`config.mk`:
```
export PLATFORM = sky130hd
export DESIGN_NAME = seg7_scan_reader
export DESIGN_NICKNAME = d
export VERILOG_FILES = /design/src/rtl/seg7_pkg.sv /design/src/rtl/seg7_pattern_decode.sv /design/src/rtl/seg7_scan_reader.sv
export SDC_FILE = /design/constraint.sdc
export NUM_CORES = 1
export LEC_CHECK = 0
export CORE_UTILIZATION = 58
export CTS_BUF_LIST = sky130_fd_sc_hd__clkbuf_16
export DETAILED_ROUTE_END_ITERATION = 8
export GPL_TIMING_DRIVEN = 1
export PLACE_DENSITY = 0.9
export SYNTH_ARGS = -nofsm -noshare
export SYNTH_HDL_FRONTEND = slang
export SYNTH_SLANG_ARGS = --single-unit
```
`constraint.sdc`:
```
create_clock -name clk -period 6.2 [get_ports clk]
set_clock_uncertainty 0.2 [all_clocks]
set_input_delay 1.24 -clock clk [delete_from_list [all_inputs] [get_ports clk]]
set_output_delay 1.24 -clock clk [all_outputs]
set_load 0.1 [all_outputs]
```
`src/rtl/seg7_pkg.sv`:
```
// Shared constants and types for the 7-segment scan reader: segment codes (active-low {g..a}),
// capture record layout and FSM states.
package seg7_pkg;

  localparam logic [6:0] SEG_HEX_0 = 7'h40;
  localparam logic [6:0] SEG_HEX_1 = 7'h79;
  localparam logic [6:0] SEG_HEX_2 = 7'h24;
  localparam logic [6:0] SEG_HEX_3 = 7'h30;
  localparam logic [6:0] SEG_HEX_4 = 7'h19;
  localparam logic [6:0] SEG_HEX_5 = 7'h12;
  localparam logic [6:0] SEG_HEX_6 = 7'h02;
  localparam logic [6:0] SEG_HEX_7 = 7'h78;
  localparam logic [6:0] SEG_HEX_8 = 7'h00;
  localparam logic [6:0] SEG_HEX_9 = 7'h18;
  localparam logic [6:0] SEG_HEX_A = 7'h08;
  localparam logic [6:0] SEG_HEX_B = 7'h03;
  localparam logic [6:0] SEG_HEX_C = 7'h46;
  localparam logic [6:0] SEG_HEX_D = 7'h21;
  localparam logic [6:0] SEG_HEX_E = 7'h06;
  localparam logic [6:0] SEG_HEX_F = 7'h0E;
  localparam logic [6:0] SEG_BLANK = 7'h7F;

  typedef struct packed {
    logic [3:0] value;
    logic       blank;
    logic       err;
  } seg7_rec_t;

  typedef enum logic [1:0] {
    StIdle,
    StSettle,
    StDwell
  } state_e;

endpackage

```
`src/rtl/seg7_pattern_decode.sv`:
```
// Combinational inverse of the hex->7-segment encoder: recovers the nibble from an active-low
// segment pattern, flagging all-off as blank and any unknown pattern as err.
module seg7_pattern_decode
  import seg7_pkg::*;
(
  input  logic [6:0] seg_i,
  output logic [3:0] value_o,
  output logic       blank_o,
  output logic       err_o
);

  always_comb begin
    value_o = 4'h0;
    blank_o = 1'b0;
    err_o   = 1'b0;
    case (seg_i)
      SEG_HEX_0: value_o = 4'h0;
      SEG_HEX_1: value_o = 4'h1;
      SEG_HEX_2: value_o = 4'h2;
      SEG_HEX_3: value_o = 4'h3;
      SEG_HEX_4: value_o = 4'h4;
      SEG_HEX_5: value_o = 4'h5;
      SEG_HEX_6: value_o = 4'h6;
      SEG_HEX_7: value_o = 4'h7;
      SEG_HEX_8: value_o = 4'h8;
      SEG_HEX_9: value_o = 4'h9;
      SEG_HEX_A: value_o = 4'hA;
      SEG_HEX_B: value_o = 4'hB;
      SEG_HEX_C: value_o = 4'hC;
      SEG_HEX_D: value_o = 4'hD;
      SEG_HEX_E: value_o = 4'hE;
      SEG_HEX_F: value_o = 4'hF;
      SEG_BLANK: blank_o = 1'b1;
      default:   err_o   = 1'b1;
    endcase
  end

endmodule

```
`src/rtl/seg7_scan_reader.sv`:
```
// Monitors a multiplexed active-low 7-segment bus and recovers one record per stable digit dwell.
// Optional decimal-point capture is enabled by defining SEG7_READER_DP_EN.
module seg7_scan_reader
  import seg7_pkg::*;
#(
  parameter int unsigned NUM_DIGITS    = 4,
  parameter int unsigned STABLE_CYCLES = 4,
  localparam int unsigned IDX_W        = (NUM_DIGITS > 1) ? $clog2(NUM_DIGITS) : 1
) (
  input  logic                    clk,
  input  logic                    reset,
  input  logic [6:0]              seg_in,
  input  logic [NUM_DIGITS-1:0]   dig_sel,
`ifdef SEG7_READER_DP_EN
  input  logic                    dp_in,
  output logic                    out_dp,
`endif
  output logic                    out_valid,
  input  logic                    out_ready,
  output logic [IDX_W-1:0]        out_idx,
  output logic [3:0]              out_value,
  output logic                    out_blank,
  output logic                    out_err,
  output logic [4*NUM_DIGITS-1:0] digits,
  output logic                    frame_done,
  output logic                    ovf
);

  localparam int unsigned CNT_W = $clog2(STABLE_CYCLES + 1);
  localparam logic [CNT_W-1:0] CNT_MAX = CNT_W'(STABLE_CYCLES);
  localparam logic [CNT_W-1:0] CNT_ONE = CNT_W'(1);

`ifdef SEG7_READER_DP_EN
  localparam int unsigned SMP_W = NUM_DIGITS + 8;
`else
  localparam int unsigned SMP_W = NUM_DIGITS + 7;
`endif

  logic [SMP_W-1:0]      smp_in, smp_q, prev_q;
  logic [NUM_DIGITS-1:0] s_sel;
  logic [6:0]            s_seg;
  logic                  smp_valid, smp_same;

`ifdef SEG7_READER_DP_EN
  logic s_dp;
  logic out_dp_q, out_dp_d;
  assign smp_in = {dig_sel, seg_in, dp_in};
  assign s_dp   = smp_q[0];
  assign out_dp = out_dp_q;
`else
  assign smp_in = {dig_sel, seg_in};
`endif

  assign s_sel     = smp_q[SMP_W-1 -: NUM_DIGITS];
  assign s_seg     = smp_q[SMP_W-NUM_DIGITS-1 -: 7];
  assign smp_valid = $onehot(s_sel);
  // prev_q holds the sample the FSM evaluated on the previous cycle
  assign smp_same  = (smp_q == prev_q);

  logic [3:0] dec_value;
  logic       dec_blank, dec_err;

  seg7_pattern_decode u_decode (
    .seg_i   (s_seg),
    .value_o (dec_value),
    .blank_o (dec_blank),
    .err_o   (dec_err)
  );

  logic [IDX_W-1:0] cap_idx;

  always_comb begin
    cap_idx = '0;
    for (int unsigned i = 0; i < NUM_DIGITS; i++) begin
      if (s_sel[i]) cap_idx = IDX_W'(i);
    end
  end

  state_e           state_q, state_d;
  logic [CNT_W-1:0] cnt_q, cnt_d;
  logic             capture;

  always_comb begin
    state_d = state_q;
    cnt_d   = cnt_q;
    capture = 1'b0;
    unique case (state_q)
      StIdle: begin
        if (smp_valid) begin
          state_d = StSettle;
          cnt_d   = CNT_ONE;
        end
      end
      StSettle: begin
        if (!smp_valid) begin
          state_d = StIdle;
        end else if (!smp_same) begin
          cnt_d = CNT_ONE;
        end else if (cnt_q == CNT_MAX) begin
          capture = 1'b1;
          state_d = StDwell;
        end else begin
          cnt_d = cnt_q + CNT_ONE;
        end
      end
      StDwell: begin
        if (!smp_valid) begin
          state_d = StIdle;
        end else if (!smp_same) begin
          state_d = StSettle;
          cnt_d   = CNT_ONE;
        end
      end
      default: state_d = StIdle;
    endcase
  end

  logic                    valid_q, valid_d;
  logic [IDX_W-1:0]        idx_q, idx_d;
  seg7_rec_t               rec_q, rec_d;
  logic                    ovf_q, ovf_d;
  logic [4*NUM_DIGITS-1:0] digits_q, digits_d;
  logic [NUM_DIGITS-1:0]   seen_q, seen_d;
  logic                    frame_q, frame_d;

  always_comb begin
    valid_d  = valid_q;
    idx_d    = idx_q;
    rec_d    = rec_q;
    ovf_d    = ovf_q;
    digits_d = digits_q;
    seen_d   = seen_q;
    frame_d  = 1'b0;
`ifdef SEG7_READER_DP_EN
    out_dp_d = out_dp_q;
`endif
    if (capture) begin
      if (!valid_q || out_ready) begin
        valid_d = 1'b1;
        idx_d   = cap_idx;
        rec_d   = '{value: dec_value, blank: dec_blank, err: dec_err};
`ifdef SEG7_READER_DP_EN
        out_dp_d = ~s_dp;
`endif
      end else begin
        ovf_d = 1'b1;
      end
      // The snapshot tracks what is displayed even when the streamed record is dropped
      if (!dec_blank && !dec_err) begin
        for (int unsigned i = 0; i < NUM_DIGITS; i++) begin
          if (IDX_W'(i) == cap_idx) begin
            digits_d[4*i +: 4] = dec_value;
            seen_d[i]          = 1'b1;
          end
        end
        if (&seen_d) begin
          frame_d = 1'b1;
          seen_d  = '0;
        end
      end
    end else if (valid_q && out_ready) begin
      valid_d = 1'b0;
    end
  end

  always_ff @(posedge clk) begin
    if (reset) begin
      smp_q    <= '0;
      prev_q   <= '0;
      state_q  <= StIdle;
      cnt_q    <= '0;
      valid_q  <= 1'b0;
      idx_q    <= '0;
      rec_q    <= '0;
      ovf_q    <= 1'b0;
      digits_q <= '0;
      seen_q   <= '0;
      frame_q  <= 1'b0;
`ifdef SEG7_READER_DP_EN
      out_dp_q <= 1'b0;
`endif
    end else begin
      smp_q    <= smp_in;
      prev_q   <= smp_q;
      state_q  <= state_d;
      cnt_q    <= cnt_d;
      valid_q  <= valid_d;
      idx_q    <= idx_d;
      rec_q    <= rec_d;
      ovf_q    <= ovf_d;
      digits_q <= digits_d;
      seen_q   <= seen_d;
      frame_q  <= frame_d;
`ifdef SEG7_READER_DP_EN
      out_dp_q <= out_dp_d;
`endif
    end
  end

  assign out_valid  = valid_q;
  assign out_idx    = idx_q;
  assign out_value  = rec_q.value;
  assign out_blank  = rec_q.blank;
  assign out_err    = rec_q.err;
  assign digits     = digits_q;
  assign frame_done = frame_q;
  assign ovf        = ovf_q;

endmodule

```
==> out/metrics.yaml, run 1 <==
finish:
  antennaDiodeCount: 0
  drive_gt1_share_pct: 8.13
  area_growth_pct: 22.2
  final_cell_mix: "dfxtp_1, clkdlybuf4s50_1, nand2_1, inv_1"
  nets: 347
  num-fill-cells: 319
  final_common_cell: "dfxtp_1"
cts:
  cts_resized: 0
  cts_tree: "yes"
  cts_made_buffers: 9
  insertion_delay_ps: 330
  root_buffer: "clkbuf_16"
  cts-hold-fix-buffers: 0
  cts_sinks: 58
  clockBufferDepth: 2
  clk_pin_slew_ps: 50
  cts_htree_levels: 3
  post-cts-setup-buffer-count: 0
floorplanning:
  start_util_pct: 60.1
  rows: 25
  io_pins: 41
  fp.dieH_um: 72.0
  coreArea_um2: 4720
  dieArea_um2: 5180
  die_w_um: 72.0
synth:
  synth_cell_types: 63
  synth_flop_cell: "dfxtp_1"
  async_flop_share_pct: 0
  synth_edf_count: 0
  ys_seq_area_share_pct: 40.9
  yosys_warnings: 0
  avgSynthCellArea_um2: 9.53
  syn-num-nets: 317
  syn-cell-area_um2: 2840
  synth-seq-cells: 58
  syn_inst: 298
sta:
  rsz0062_at_grt: "no"
  post-route-min-period_ps: 3980
  tns_ps: 0
  holdWs_ps: 255
  relSlewSlack_pct: 32.6
  tightest_slew_ps: 1010
  slew_violations: 0
  setup_viol_count_final: 0
  hold_viol_final: 0
  finalCritPeriodShare_pct: 64.3
  fmax_mhz: 251
drt:
  vias_per_cell: 5.96
  wl_per_cell_um: 16.0
  vias: 2379
  ant_nets: 0
  first_pass_iters: 4
  routed_wl_um: 6380
  route.detailed.drc: 0
  drtIter0Drc: 189
min_path:
  hp-class: "reg2reg"
  hp-start: "digits[7]"
global_routing:
  antenna_found_initial: 0
  track_usage_pct: 26.6
  grt_overflow_total: 0
  grt_max_degree: 41
  grt_pass1_wl_um: 10500
  grt_pass1_vias: 2211
critical_path:
  worstPathMaxFanout: 16
  cp.arrival_ps: 4020
  path_class: "reg2reg"
  cp-end-kind: "flip-flop"
  r2r-start: "smp_q[10]"
  cp.required_ps: 6230
  r2r_setup_slack_ps: 2220
  worst_setup_path_start_kind: "flip-flop"
  crit_start: "smp_q[10]"
power_and_ir_drop:
  power.density_nw_per_um2: 271
  leakagePower_nw: 1.32
  peakVddDrop_v: 0.000206
placed_design:
  io_buffers: 40
  place_hpwl_um: 4170
  place_congestion: 0.874
status:
  status: "finished, final reports clean"
flow_run:
  maxCapViolCount: 0
## routing by layer
| layer | GRT usage (%) | vias to the layer above | routed length (um) |
|---|---|---|---|
| met5 | 0 | - | 0 |
| met4 | 15.5 | 0 | 179 |
| met3 | 6.67 | 18 | 342 |
| met2 | 40.8 | 86 | 3080 |
| met1 | 34.2 | 1143 | 2780 |
| li1 | - | 1132 | - |
## synthesized netlist by cell type (all sizes together), types with 3 or more instances
library cell	instances	area share, %
dfxtp	58	41
nand2	21	2.8
inv	18	2.4
mux2i	18	6.3
nor2b	18	4.0
a21oi	15	2.6
buf	15	3.7
nor2	15	2.0
o2111ai	9	3.7
xnor2	9	2.8
nor3	8	2.2
nor4	7	1.8
o21ai	7	1.2
a211oi	6	1.6
clkbuf	6	0.84
nand4	6	2.1
nand3	5	0.88
ha	4	1.8
xor2	4	1.2
and4	3	0.93
nand2b	3	0.66
## cell type report
type,count,area [um2],share of cell area (%)
multi-input combinational,200,1470,42.5
clock inverter,6,50.0,1.44
inverter,18,67.6,1.95
timing repair buffer,41,408,11.8
tap,67,83.8,2.42
clock buffer,9,225,6.49
sequential,58,1160,33.5
## report_power, final
part           total [W]  switching, W  leakage, nW  internal, W
Sequential      0.000398     0.0000155        0.472     0.000382
Clock           0.000464      0.000162        0.139     0.000301
Combinational  0.0000780     0.0000435        0.708    0.0000345
## worst max-delay path, cell delays in order, from the launching register on
cell,delay (ps)
dfxtp_1,530
inv_1,150
fa_1,500
inv_1,40
ha_1,170
ha_1,260
or3b_1,500
nor3_4,220
and4_1,620
o2111ai_1,350
a211oi_1,340
## cell families (layout without fill, tap and decap cells)
group,after synthesis,in the layout,share of synthesized area (%)
and+or+nand+nor,105,105,22.7
AOI/OAI and AO/OA,58,58,16.0
xor gates and xnor gates,13,13,4.01
adders and majority gates,5,5,2.47
buffers and inverters,40,74,7.18
DFF,58,58,40.9
muxes,19,19,6.74
## state kept, by name (all words and copies together) (netlist names)
name	cells
seen_q	4
out_valid	1
out_idx	2
cnt_q	3
frame_done	1
out_err	1
ovf	1
digits	16
state_q	2
out_value	4
smp_q	11
prev_q	11
out_blank	1
## path summary, 6_finish.rpt
kind	end	cells after the start
setup / recovery	seen_q[1]	10
hold / removal	digits[7]	2
setup reg to reg	seen_q[1]	10
hold reg to reg	digits[7]	2
## per-stage QoR
step / util (%) / total power, W / worst slack, ps / std cells / area, um2
finish: 73.5 / 0.000940 / 2220 / 399 / 3470
global route: 73.5 / 0.000972 / 2010 / 399 / 3470
CTS: 73.5 / 0.000942 / 2270 / 399 / 3470
detailed placement: 67.6 / 0.000481 / 2320 / 384 / 3190
global placement: 67.6 / 0.000478 / 2480 / 384 / 3190
floorplan: - / 0.000463 / 3040 / 298 / 2840
(Power assumes the default switching activity.)
==> run 2: changes to the inputs <==
CORE_UTILIZATION = 54   (was 58)
PLACE_DENSITY = 0.85   (was 0.9)
clock period = 4 ns   (was 6.2 ns; I/O delays follow)
==> run 2 against run 1 <==
Sequential power is 55% higher. Via count shrank 2.6%. Global-route usage is 1.7 points lower. Worst hold slack better by 4.5 ps. Final cell count increased by 1.3%. Critical path type unchanged. Largest power group unchanged. Highest routed layer unchanged.
==> out/metrics.yaml, run 2 (same netlist as run 1, synthesis figures left out) <==
finish:
  final_common_cell: "dfxtp_1"
  fin_util_pct: 69.3  # -4.2 points
  num-fill-cells: 407  # +28%
  antennaDiodeCount: 0  # unchanged
  final_cell_mix: "dfxtp_1, clkdlybuf4s50_1, nand2_1, inv_1"
  drive_gt1_share_pct: 9.28  # +1.1 points
  nets: 348  # +0.29%
  largest_register_ffs: 16  # unchanged
  multiInputGateArea_um2: 1470  # unchanged
  regArea_um2: 1160  # unchanged
  area_growth_pct: 23.8
cts:
  post-cts-setup-buffer-count: 0  # unchanged
  cts_htree_levels: 3  # unchanged
  cts_sinks: 58  # unchanged
  insertion_delay_ps: 330  # about the same
  clockBufferDepth: 2  # unchanged
  root_buffer: "clkbuf_16"
  cts_resized: 0  # unchanged
  cts_made_buffers: 9  # unchanged
  cts_tree: "yes"
  clk_pin_slew_ps: 50  # about the same
  cts-hold-fix-buffers: 0  # unchanged
power_and_ir_drop:
  peakVddDrop_v: 0.000311  # +51%
  p_sw_w: 0.000348  # +57%
  p_int_w: 0.00118  # +65%
  seq_power_share_pct: 40.2  # -2.1 points
  swShare_pct: 22.8  # -0.82 points
  power.density_nw_per_um2: 435  # +61%
  p_comb_share_pct: 7.9  # -0.4 points
  total_power_w: 0.00153  # +63%
  power_frac_clock_pct: 51.9  # +2.5 points
  leakagePower_nw: 1.34  # +1.6%
sta:
  slew_violations: 0  # unchanged
  rsz0062_at_grt: "no"
  post-route-min-period_ps: 3760  # -221 ps
  relSlewSlack_pct: 33.2  # +0.53 points
  tns_ps: 0  # unchanged
  hold_viol_final: 0  # unchanged
  setup_viol_count_final: 0  # unchanged
  tightest_slew_ps: 1000  # -7.89 ps
  fmax_mhz: 266  # +5.9%
  setup_ws_ps: 236  # -1980 ps
  finalCritPeriodShare_pct: 94.1  # +30 points
global_routing:
  grt_pass1_vias: 2156  # -2.5%
  grt_pass1_wl_um: 10300  # -2.0%
  track_usage_pct: 24.9  # -1.7 points
  antenna_found_initial: 0  # unchanged
  grt_max_degree: 40  # -2.4%
  grt_overflow_total: 0  # unchanged
placed_design:
  dpl_worst_slack_ps: 307  # -2020 ps
  io_buffers: 40  # unchanged
  place_congestion: 0.876  # +0.29%
  place_hpwl_um: 4270  # +2.4%
floorplanning:
  fp.dieH_um: 74.5  # +3.5%
  io_pins: 41  # unchanged
  die_w_um: 74.5  # +3.5%
  rows: 26  # +4.0%
  coreArea_um2: 5070  # +7.4%
  start_util_pct: 55.9  # -4.2 points
  dieArea_um2: 5550  # +7.2%
critical_path:
  cp_num_cells: 10  # unchanged
  rr_endpoint: "seen_q[1]"
  worstPathMaxFanout: 10  # -6
  cp.arrival_ps: 3790  # -230 ps
  rr_worst_depth: 10  # unchanged
  r2r-start: "smp_q[10]"
  path_buf_inv: 2  # unchanged
  path_class: "reg2reg"
  worst_setup_path_start_kind: "flip-flop"
  cp_cell_sequence: "inv_1, fa_1, inv_1, ha_1, ha_1, or3b_1, nor3_4, and4_1, o2111ai_1, a211oi_1"
  r2r_setup_slack_ps: 240  # -1980 ps
  critical-path-top-delay-family: "simple AND/OR/NAND/NOR gates"
  crit_start: "smp_q[10]"
  cp.required_ps: 4020  # -2210 ps
  critPathSlowestCell: "dfxtp_1"
  cpPeakStageDelay_ps: 500  # -120 ps
  cp-endpoint: "seen_q[1]"
  cp-end-kind: "flip-flop"
drt:
  first_pass_iters: 4  # unchanged
  drtIter0Drc: 172  # -9.0%
  routed_wl_um: 6230  # -2.3%
  ant_nets: 0  # unchanged
  vias_per_cell: 5.74  # -3.8%
  route.detailed.drc: 0  # unchanged
  wl_per_cell_um: 15.4  # -3.5%
  vias: 2317  # -2.6%
status:
  status: "finished, final reports clean"
flow_run:
  maxCapViolCount: 0  # unchanged
min_path:
  hp-class: "reg2reg"
-- run 2: changes by cell type in the layout (fill, tap and decap cells not counted) --
cell	before	now
clkinvlp_4	0	1
bufinv_16	1	2
clkinv_1	3	1
buf_4	1	2
clkinv_2	1	2
-- run 2: final cells by class --
| class | count | area share [%] |
|---|---|---|
| timing repair buffer | 42 | 11.8 |
| sequential | 58 | 33.0 |
| clock buffer | 9 | 6.41 |
| clock inverter | 7 | 2.42 |
| tap | 70 | 2.49 |
| multi-input combinational | 200 | 41.9 |
| inverter | 18 | 1.92 |
-- run 2: worst register-to-register path, cell delays in order, from the launching register on --
cell and delay (ps):
dfxtp_1 500, inv_1 140, fa_1 490, inv_1 40, ha_1 170, ha_1 270, or3b_1 500, nor3_4 230
and4_1 460, o2111ai_1 310, a211oi_1 350
-- run 2: routing by layer --
layer / track usage (%) / up-vias / wire length [um]
li1: - / 1135 / -
met5: 0 / - / 0
met4: 7.97 / 0 / 74
met2: 38.9 / 79 / 3010
met3: 7.99 / 9 / 401
met1: 32.6 / 1094 / 2750
-- run 2: worst min path at each step --
stage | start | slack, ps | endpoint | depth (start not counted)
finish | digits[8] | 260 | digits[8] | 2
global route | digits[6] | 280 | digits[6] | 2
floorplan | seen_q[3] | 230 | seen_q[3] | 2
CTS | digits[8] | 260 | digits[8] | 2
detailed placement | digits[8] | 260 | digits[8] | 2
global placement | digits[6] | 250 | digits[6] | 2
-- run 2: power by group through the flow --
stage                     clock network (W)  registers, W  logic, W
final                              0.000794      0.000616  0.000121
after global routing               0.000831      0.000618  0.000135
after CTS                          0.000799      0.000615  0.000121
after detailed placement                  0      0.000627  0.000120
after global placement                    0      0.000626  0.000117
after floorplan                           0      0.000611  0.000106
-- run 2: through the flow --
step	cells	hold slack [ps]	area, um2
2_1_floorplan	298	230	2840
3_3_place_gp	388	249	3210
3_5_place_dp	388	255	3210
4_1_cts	404	262	3520
5_1_grt	404	284	3520
6_report	404	259	3520
